`src/rtl/pkt_fifo.sv`:
```
`default_nettype none
// -----------------------------------------------------------------------------
// pkt_fifo : store-and-forward packet FIFO; words become readable on commit.
// Optional build macro PKT_FIFO_FWFT_EN selects first-word fall-through output.
// Revision: 1.0
// -----------------------------------------------------------------------------
module pkt_fifo #(
  parameter int pBITS  = 4,
  parameter int pWIDHT = 8,
  parameter int pAFULL = 2
) (
  input  logic              iclk,
  input  logic              ireset_n,
  input  logic              iwr,
  input  logic [pWIDHT-1:0] iw_data,
  input  logic              iw_last,
  input  logic              iw_drop,
  input  logic              ird,
  output logic [pWIDHT-1:0] or_data,
  output logic              or_last,
  output logic              oempty,
  output logic              ofull,
  output logic              oafull,
  output logic [pBITS:0]    opkt_cnt,
  output logic              odrop
);

  localparam int AW    = pBITS + 1;
  localparam int DEPTH = 2 ** pBITS;
  localparam logic [AW-1:0] DEPTH_C = AW'(DEPTH);
  localparam logic [AW-1:0] AFULL_C = AW'(pAFULL);

  logic [pWIDHT:0]   mem_q [DEPTH];
  logic [AW-1:0]     wr_ptr_q, wr_ptr_d;
  logic [AW-1:0]     wr_cmt_q, wr_cmt_d;
  logic [AW-1:0]     rd_ptr_q, rd_ptr_d;
  logic              ovf_q, ovf_d;
  logic              drop_q, drop_d;
  logic [pWIDHT-1:0] rdata_q, rdata_d;
  logic              rlast_q, rlast_d;
  logic [pBITS:0]    pkt_cnt_q, pkt_cnt_d;

  logic [AW-1:0]     used_w;
  logic [AW-1:0]     free_w;
  logic              full_w;
  logic              mem_empty_w;
  logic [pWIDHT:0]   head_w;
  logic              mem_we_w;
  logic              commit_w;
  logic              rd_last_w;

  assign used_w      = wr_ptr_q - rd_ptr_q;
  assign free_w      = DEPTH_C - used_w;
  assign full_w      = (used_w == DEPTH_C);
  assign mem_empty_w = (rd_ptr_q == wr_cmt_q);
  assign head_w      = mem_q[rd_ptr_q[pBITS-1:0]];

  // Write side: tentative pointer advances per word, commit pointer per packet.
  always_comb begin
    wr_ptr_d = wr_ptr_q;
    wr_cmt_d = wr_cmt_q;
    ovf_d    = ovf_q;
    drop_d   = 1'b0;
    mem_we_w = 1'b0;
    commit_w = 1'b0;
    if (iw_drop) begin
      wr_ptr_d = wr_cmt_q;
      ovf_d    = 1'b0;
      drop_d   = 1'b1;
    end else if (iwr) begin
      if (ovf_q || full_w) begin
        if (iw_last) begin
          wr_ptr_d = wr_cmt_q;
          ovf_d    = 1'b0;
          drop_d   = 1'b1;
        end else begin
          ovf_d = 1'b1;
        end
      end else begin
        mem_we_w = 1'b1;
        wr_ptr_d = wr_ptr_q + AW'(1);
        if (iw_last) begin
          wr_cmt_d = wr_ptr_q + AW'(1);
          commit_w = 1'b1;
        end
      end
    end
  end

`ifdef PKT_FIFO_FWFT_EN
  logic out_valid_q, out_valid_d;
  logic pop_w;
  logic load_w;

  assign pop_w  = ird && out_valid_q;
  assign load_w = !mem_empty_w && (!out_valid_q || pop_w);

  // Output register refills in the same edge it is popped when data exists.
  always_comb begin
    rd_ptr_d    = rd_ptr_q;
    rdata_d     = rdata_q;
    rlast_d     = rlast_q;
    out_valid_d = out_valid_q;
    rd_last_w   = pop_w && rlast_q;
    if (load_w) begin
      rdata_d     = head_w[pWIDHT-1:0];
      rlast_d     = head_w[pWIDHT];
      rd_ptr_d    = rd_ptr_q + AW'(1);
      out_valid_d = 1'b1;
    end else if (pop_w) begin
      out_valid_d = 1'b0;
    end
  end

  always_ff @(posedge iclk or negedge ireset_n) begin
    if (!ireset_n) out_valid_q <= 1'b0;
    else           out_valid_q <= out_valid_d;
  end

  assign oempty = !out_valid_q;
`else
  logic rd_en_w;

  assign rd_en_w = ird && !mem_empty_w;

  always_comb begin
    rd_ptr_d  = rd_ptr_q;
    rdata_d   = rdata_q;
    rlast_d   = rlast_q;
    rd_last_w = rd_en_w && head_w[pWIDHT];
    if (rd_en_w) begin
      rdata_d  = head_w[pWIDHT-1:0];
      rlast_d  = head_w[pWIDHT];
      rd_ptr_d = rd_ptr_q + AW'(1);
    end
  end

  assign oempty = mem_empty_w;
`endif

  always_comb begin
    pkt_cnt_d = pkt_cnt_q;
    case ({commit_w, rd_last_w})
      2'b10:   pkt_cnt_d = pkt_cnt_q + (pBITS+1)'(1);
      2'b01:   pkt_cnt_d = pkt_cnt_q - (pBITS+1)'(1);
      default: pkt_cnt_d = pkt_cnt_q;
    endcase
  end

  always_ff @(posedge iclk) begin
    if (mem_we_w) mem_q[wr_ptr_q[pBITS-1:0]] <= {iw_last, iw_data};
  end

  always_ff @(posedge iclk or negedge ireset_n) begin
    if (!ireset_n) begin
      wr_ptr_q  <= '0;
      wr_cmt_q  <= '0;
      rd_ptr_q  <= '0;
      ovf_q     <= 1'b0;
      drop_q    <= 1'b0;
      rdata_q   <= '0;
      rlast_q   <= 1'b0;
      pkt_cnt_q <= '0;
    end else begin
      wr_ptr_q  <= wr_ptr_d;
      wr_cmt_q  <= wr_cmt_d;
      rd_ptr_q  <= rd_ptr_d;
      ovf_q     <= ovf_d;
      drop_q    <= drop_d;
      rdata_q   <= rdata_d;
      rlast_q   <= rlast_d;
      pkt_cnt_q <= pkt_cnt_d;
    end
  end

  assign or_data  = rdata_q;
  assign or_last  = rlast_q;
  assign ofull    = full_w;
  assign oafull   = (free_w <= AFULL_C);
  assign opkt_cnt = pkt_cnt_q;
  assign odrop    = drop_q;

endmodule
`default_nettype wire

```
`config.mk`:
```
export PLATFORM = sky130hd
export DESIGN_NAME = pkt_fifo
export DESIGN_NICKNAME = d
export VERILOG_FILES = /design/src/rtl/pkt_fifo.sv
export SDC_FILE = /design/constraint.sdc
export NUM_CORES = 1
export LEC_CHECK = 0
export BUFFER_PORTS_ARGS = -buffer_cell sky130_fd_sc_hd__buf_2
export CORE_ASPECT_RATIO = 1.1
export CORE_UTILIZATION = 50
export DETAILED_ROUTE_END_ITERATION = 10
export PLACE_DENSITY = 0.63
export SYNTH_ARGS = -nofsm -noshare
export SYNTH_HDL_FRONTEND = slang
export SYNTH_SLANG_ARGS = --single-unit
```
`constraint.sdc`:
```
create_clock -name iclk -period 9.47 [get_ports iclk]
set_input_delay 1.894 -clock iclk [delete_from_list [all_inputs] [get_ports iclk]]
set_output_delay 1.894 -clock iclk [all_outputs]
set_load 0.005 [all_outputs]
```
### Word level (Yosys, flattened, before mapping)

Memory sizes are Yosys's and may differ from the RTL's.
Index checks and enable logic that the tools add are counted.

* output and inout bits: 18
* word-level logic and storage cells: 54
* register bits after elaboration: 31
* bits of input ports: 14
* memories: 1
* bits in writable memories: 144

Memory list
* mem_q: depth 16, width 9, rd ports 1, clocked after Yosys merged registers in 0, wr ports 1, line 33 `logic [pWIDHT:0] mem_q [DEPTH];`

* $add $sub $neg: 6
* mux-type cells: 21
* equal/unequal tests: 5
* reduce and logical (&&, ||, !) cells: 10
* bitwise operators: 2
* $lt $le $gt $ge: 1

Operator list (number)
* 2-to-1 mux 5 bit: 4
* 2-to-1 mux 1 bit: 16
* adder 5 x 1 -> 5 bit, second input constant: 3
* case mux 5 bit (2 select lines): 1
* nonzero test 2 bit: 3
* == test 5 bit: 1
* == test 5 bit, second input constant: 1
* less-or-equal comparator 5 x 2 -> 1 bit, second input constant: 1
* subtractor 5 x 1 -> 5 bit, second input constant: 1
* subtractor 5 bit: 1
* subtractor 5 bit, first input constant: 1
* AND reduction 2 bit: 2
* AND reduction 4 bit: 1
* != test 3 bit, second input constant: 1
* == test 2 x 1 -> 1 bit, second input constant: 1
* == test 2 bit, second input constant: 1
* logical AND 1 bit: 2
* NOT 1 bit: 2
* zero test 1 bit: 1
* logical OR 1 bit: 1

### Depth between registers and ports, before layout

* word-level depth: 8
* gate-level depth with buffers: 19
* depth with buffers taken out: 17

### Worst setup path before layout

OpenSTA, ideal clock, no wires.

* kind: register -> output
* start: reg rd_ptr_q[1]
* end: out oafull
* path buffers: 2
* data arrival time: 2.309 ns
* cell stages (with the launch flop): 11
* slack: 5.267 ns
* data required time: 7.576 ns
* cell sequence: dfrtp_1 -> buf_2 -> buf_2 -> inv_1 -> ha_1 -> nor2b_1 -> o21ai_1 -> nor3b_1 -> o211a_1 -> ha_1 -> a221oi_1

* longest elaborated chain between the ends: 3

RTL lines
* start, declared: line 36 `logic [AW-1:0] rd_ptr_q, rd_ptr_d;`
* start signal, assigned: line 167 `rd_ptr_q <= rd_ptr_d;`
* subtractor 5 bit: line 52 `assign used_w = wr_ptr_q - rd_ptr_q;`
* subtractor 5 bit: line 53 `assign free_w = DEPTH_C - used_w;`
* less-or-equal comparator 5 x 2 -> 1 bit: line 179 `assign oafull = (free_w <= AFULL_C);`
* end, declared: line 23 `output logic oafull,`

Every way passes these cells.

### Worst setup path after layout

* start: reg rd_ptr_q[0]
* end: out oafull

Same word-level chain as after synthesis.

==> flow_summary.json <==
{
  "ys_ff_latch": 175,
  "io_pins": 32,
  "cp-end-kind": "output port",
  "layout_setup_ws_ns": 4.23,
  "synth_nets": 452,
  "switching_share_pct": 31.6,
  "tns_ns": 0,
  "hpwl_mm": 8.86,
  "yosys_warnings": 0,
  "slew_viol_final": 0,
  "worstReg2RegEnd": "opkt_cnt[4]",
  "cts_setup_buffers": 0,
  "worstPathRequired_ns": 7.58,
  "first_pass_iters": 4,
  "min_period_ns": 5.24,
  "hold_class": "reg -> reg",
  "start_util_pct": 51.4,
  "synth_top_area_share_pct": 58.2,
  "drt_iter0_markers": 220,
  "clk_path_buf_depth": 2,
  "regArea_um2": 5100,
  "cts_buffers": 17,
  "area_growth_syn_to_layout_pct": 12.7,
  "status": "finished, final reports clean",
  "synth_common_cells": "edfxtp_1, dfrtp_1, nor2_1, mux4_1, a21oi_1",
  "power_density_nw_per_um2": 311,
  "hold_violations": 0,
  "r2r_start": "rd_ptr_q[0]",
  "cts_tree": "yes",
  "antenna_found_initial": 0,
  "setup_violations": 0,
  "p_leak_nw": 3.07,
  "yosysMostFrequentCell": "edfxtp_1",
  "cts_sinks": 175,
  "synth.top_cells.by_area": "edfxtp_1, dfrtp_1, mux4_1, mux4_2, ha_1",
  "fin_nets": 492,
  "start_kind": "flop",
  "globalplace.congestion": 0.800,
  "multi_input_area_um2": 2130,
  "clock_latency_ns": 0.43,
  "max-slew-margin-rel_pct": 31.9,
  "holdPathEnd": "or_last",
  "synth_edf_count": 144,
  "fin_crit_sh_pct": 55.3,
  "grt_pass1_vias": 3936,
  "grt_max_degree": 43,
  "fill_cells": 1106,
  "rr_worst_depth": 15,
  "path_max_fanout": 42,
  "fmax_ghz": 0.191,
  "hold_depth": 1,
  "vias_per_cell": 5.71,
  "io_buffers": 31,
  "cts-resized-gates": 0,
  "maxCapViolCount": 0,
  "fin_worst_skew_ns": 0.0163,
  "seqPwrFrac_pct": 38.6,
  "drc": 0,
  "vias": 3797,
  "worstSetupPathType": "reg -> out",
  "arrival_ns": 3.34,
  "synth_area_per_cell_um2": 17.7,
  "clockPowerShare_pct": 29.1,
  "synth_async_sr_flop_share_pct": 17.7,
  "ys_seq_area_share_pct": 68.6,
  "syn_area_um2": 7430,
  "grt_pass1_wl_mm": 22.2,
  "rsz0062_at_grt": "no",
  "die_y_um": 130,
  "pwr-share-comb_pct": 32.3,
  "globalRouteTotalUtil_pct": 20.1,
  "drive_above_1_share_pct": 18.2,
  "drtAntennaViolNets": 0,
  "min-delay-start": "or_last",
  "p_sw_mw": 0.824,
  "cts-root-buf": "clkbuf_16",
  "total_power_mw": 2.60,
  "die_w_um": 118,
  "p_int_mw": 1.78,
  "grt_overflow": 0,
  "wl_per_cell_um": 21.3,
  "fp-row-count": 46,
  "diodes": 0,
  "netlist_instances": 420,
  "yosysUniqueCellTypes": 47,
  "ys.flop_type": "edfxtp_1",
  "die-area_um2": 15400,
  "cts.clk_slew.worst_paths_ns": 0.07,
  "startpoint": "rd_ptr_q[0]",
  "holdWs_ns": 0.471,
  "place_ws_ns": 4.21,
  "worstMarginPinSlew_ns": 1.02,
  "postCtsHoldBufs": 0,
  "placeableCoreArea_um2": 14400,
  "synth.largest_area_cell": "edfxtp_1",
  "wl_mm": 14.2,
  "irDropWorstVdd_uv": 154,
  "htree_levels": 4,
  "r2r_slack_ns": 4.24
}
==> cells by family after synthesis <==
logic type                 count (synthesis)  synth area share [%]
adders and majority gates                 18                  3.23
DFF                                      175                  68.6
AOI/OAI and AO/OA                         72                  6.60
muxes                                     41                  12.6
xor gates and xnor gates                  19                  2.24
buffers and inverters                     32                  2.69
and+or+nand+nor                           63                  4.01
==> layout by cell type, fill, tap and decap left out, types with 2 or more instances in the layout <==
cell type and instances:
edfxtp_1 144, buf_2 31, dfrtp_1 30, nor2_1 24, mux4_1 22, a21oi_1 17, clkbuf_16 17, a22oi_1 16
ha_1 16, inv_1 14, mux4_2 13, nand2_1 11, xnor2_1 10, a21o_1 10, xor2_1 9, nand3_1 9
o21ai_1 7, buf_4 7, o21ai_0 6, nor3_1 5, bufinv_16 5, a31oi_1 4, inv_6 4, mux2i_1 3
nor2b_1 3, o22a_1 3, clkinv_2 3, nor4_1 2, nand2b_1 2, and3_1 2, mux2_1 2, fa_1 2
==> sequential cells by signal, summed over array words and instances, names as in the netlist <==
register,flops
mem_q,144
odrop,1
opkt_cnt,5
wr_ptr_q,5
wr_cmt_q,5
rd_ptr_q,5
or_data,8
ovf_q,1
or_last,1
==> final cells by class <==
| cell class | instances | area share (%) |
|---|---|---|
| tap | 192 | 2.87 |
| multi-input combinational | 213 | 25.4 |
| clock buffer | 18 | 5.12 |
| clock inverter | 14 | 2.52 |
| sequential | 175 | 60.9 |
| inverter | 15 | 0.672 |
| timing repair buffer | 38 | 2.48 |
==> power groups by stage <==
stage | combinational [mW] | clock [mW] | sequential (mW)
after global placement | 0.832 | 0 | 1.02
after CTS | 0.856 | 0.772 | 1.01
after detailed placement | 0.852 | 0 | 1.02
after floorplan | 0.673 | 0 | 0.998
final | 0.840 | 0.758 | 1.01
after global routing | 0.933 | 0.798 | 1.02
==> how the worst max path moves through the flow <==
stage               slack, ns     endpoint
floorplan                5.27       oafull
detailed placement       4.21  opkt_cnt[4]
global route             3.76  opkt_cnt[4]
CTS                      4.16       oafull
global placement         4.42  opkt_cnt[4]
finish                   4.23       oafull
==> metrics by stage <==
stage,instances,instance area [µm²],util [%]
5_1_grt,665,8380,58.0
6_report,665,8380,58.0
2_1_floorplan,420,7430,-
4_1_cts,665,8380,58.0
3_3_place_gp,633,7730,53.5
3_5_place_dp,633,7730,53.5
==> layer usage <==
layer	GRT usage (%)	share of wire, %	up-vias
li1	-	-	1749
met1	24.7	42	1936
met2	34.7	52	93
met3	4.15	3.9	19
met4	9.20	1.8	0
met5	0	0	-
==> worst max-delay path, cell delays in order (launching register included) <==
cell,delay (ns)
dfrtp_2,0.34
buf_4,0.58
ha_1,0.31
fa_1,0.45
ha_1,0.25
o21ai_0,0.16
or3b_1,0.36
a221oi_1,0.27
buf_2,0.17
Power figures use the tool's default switching activity.
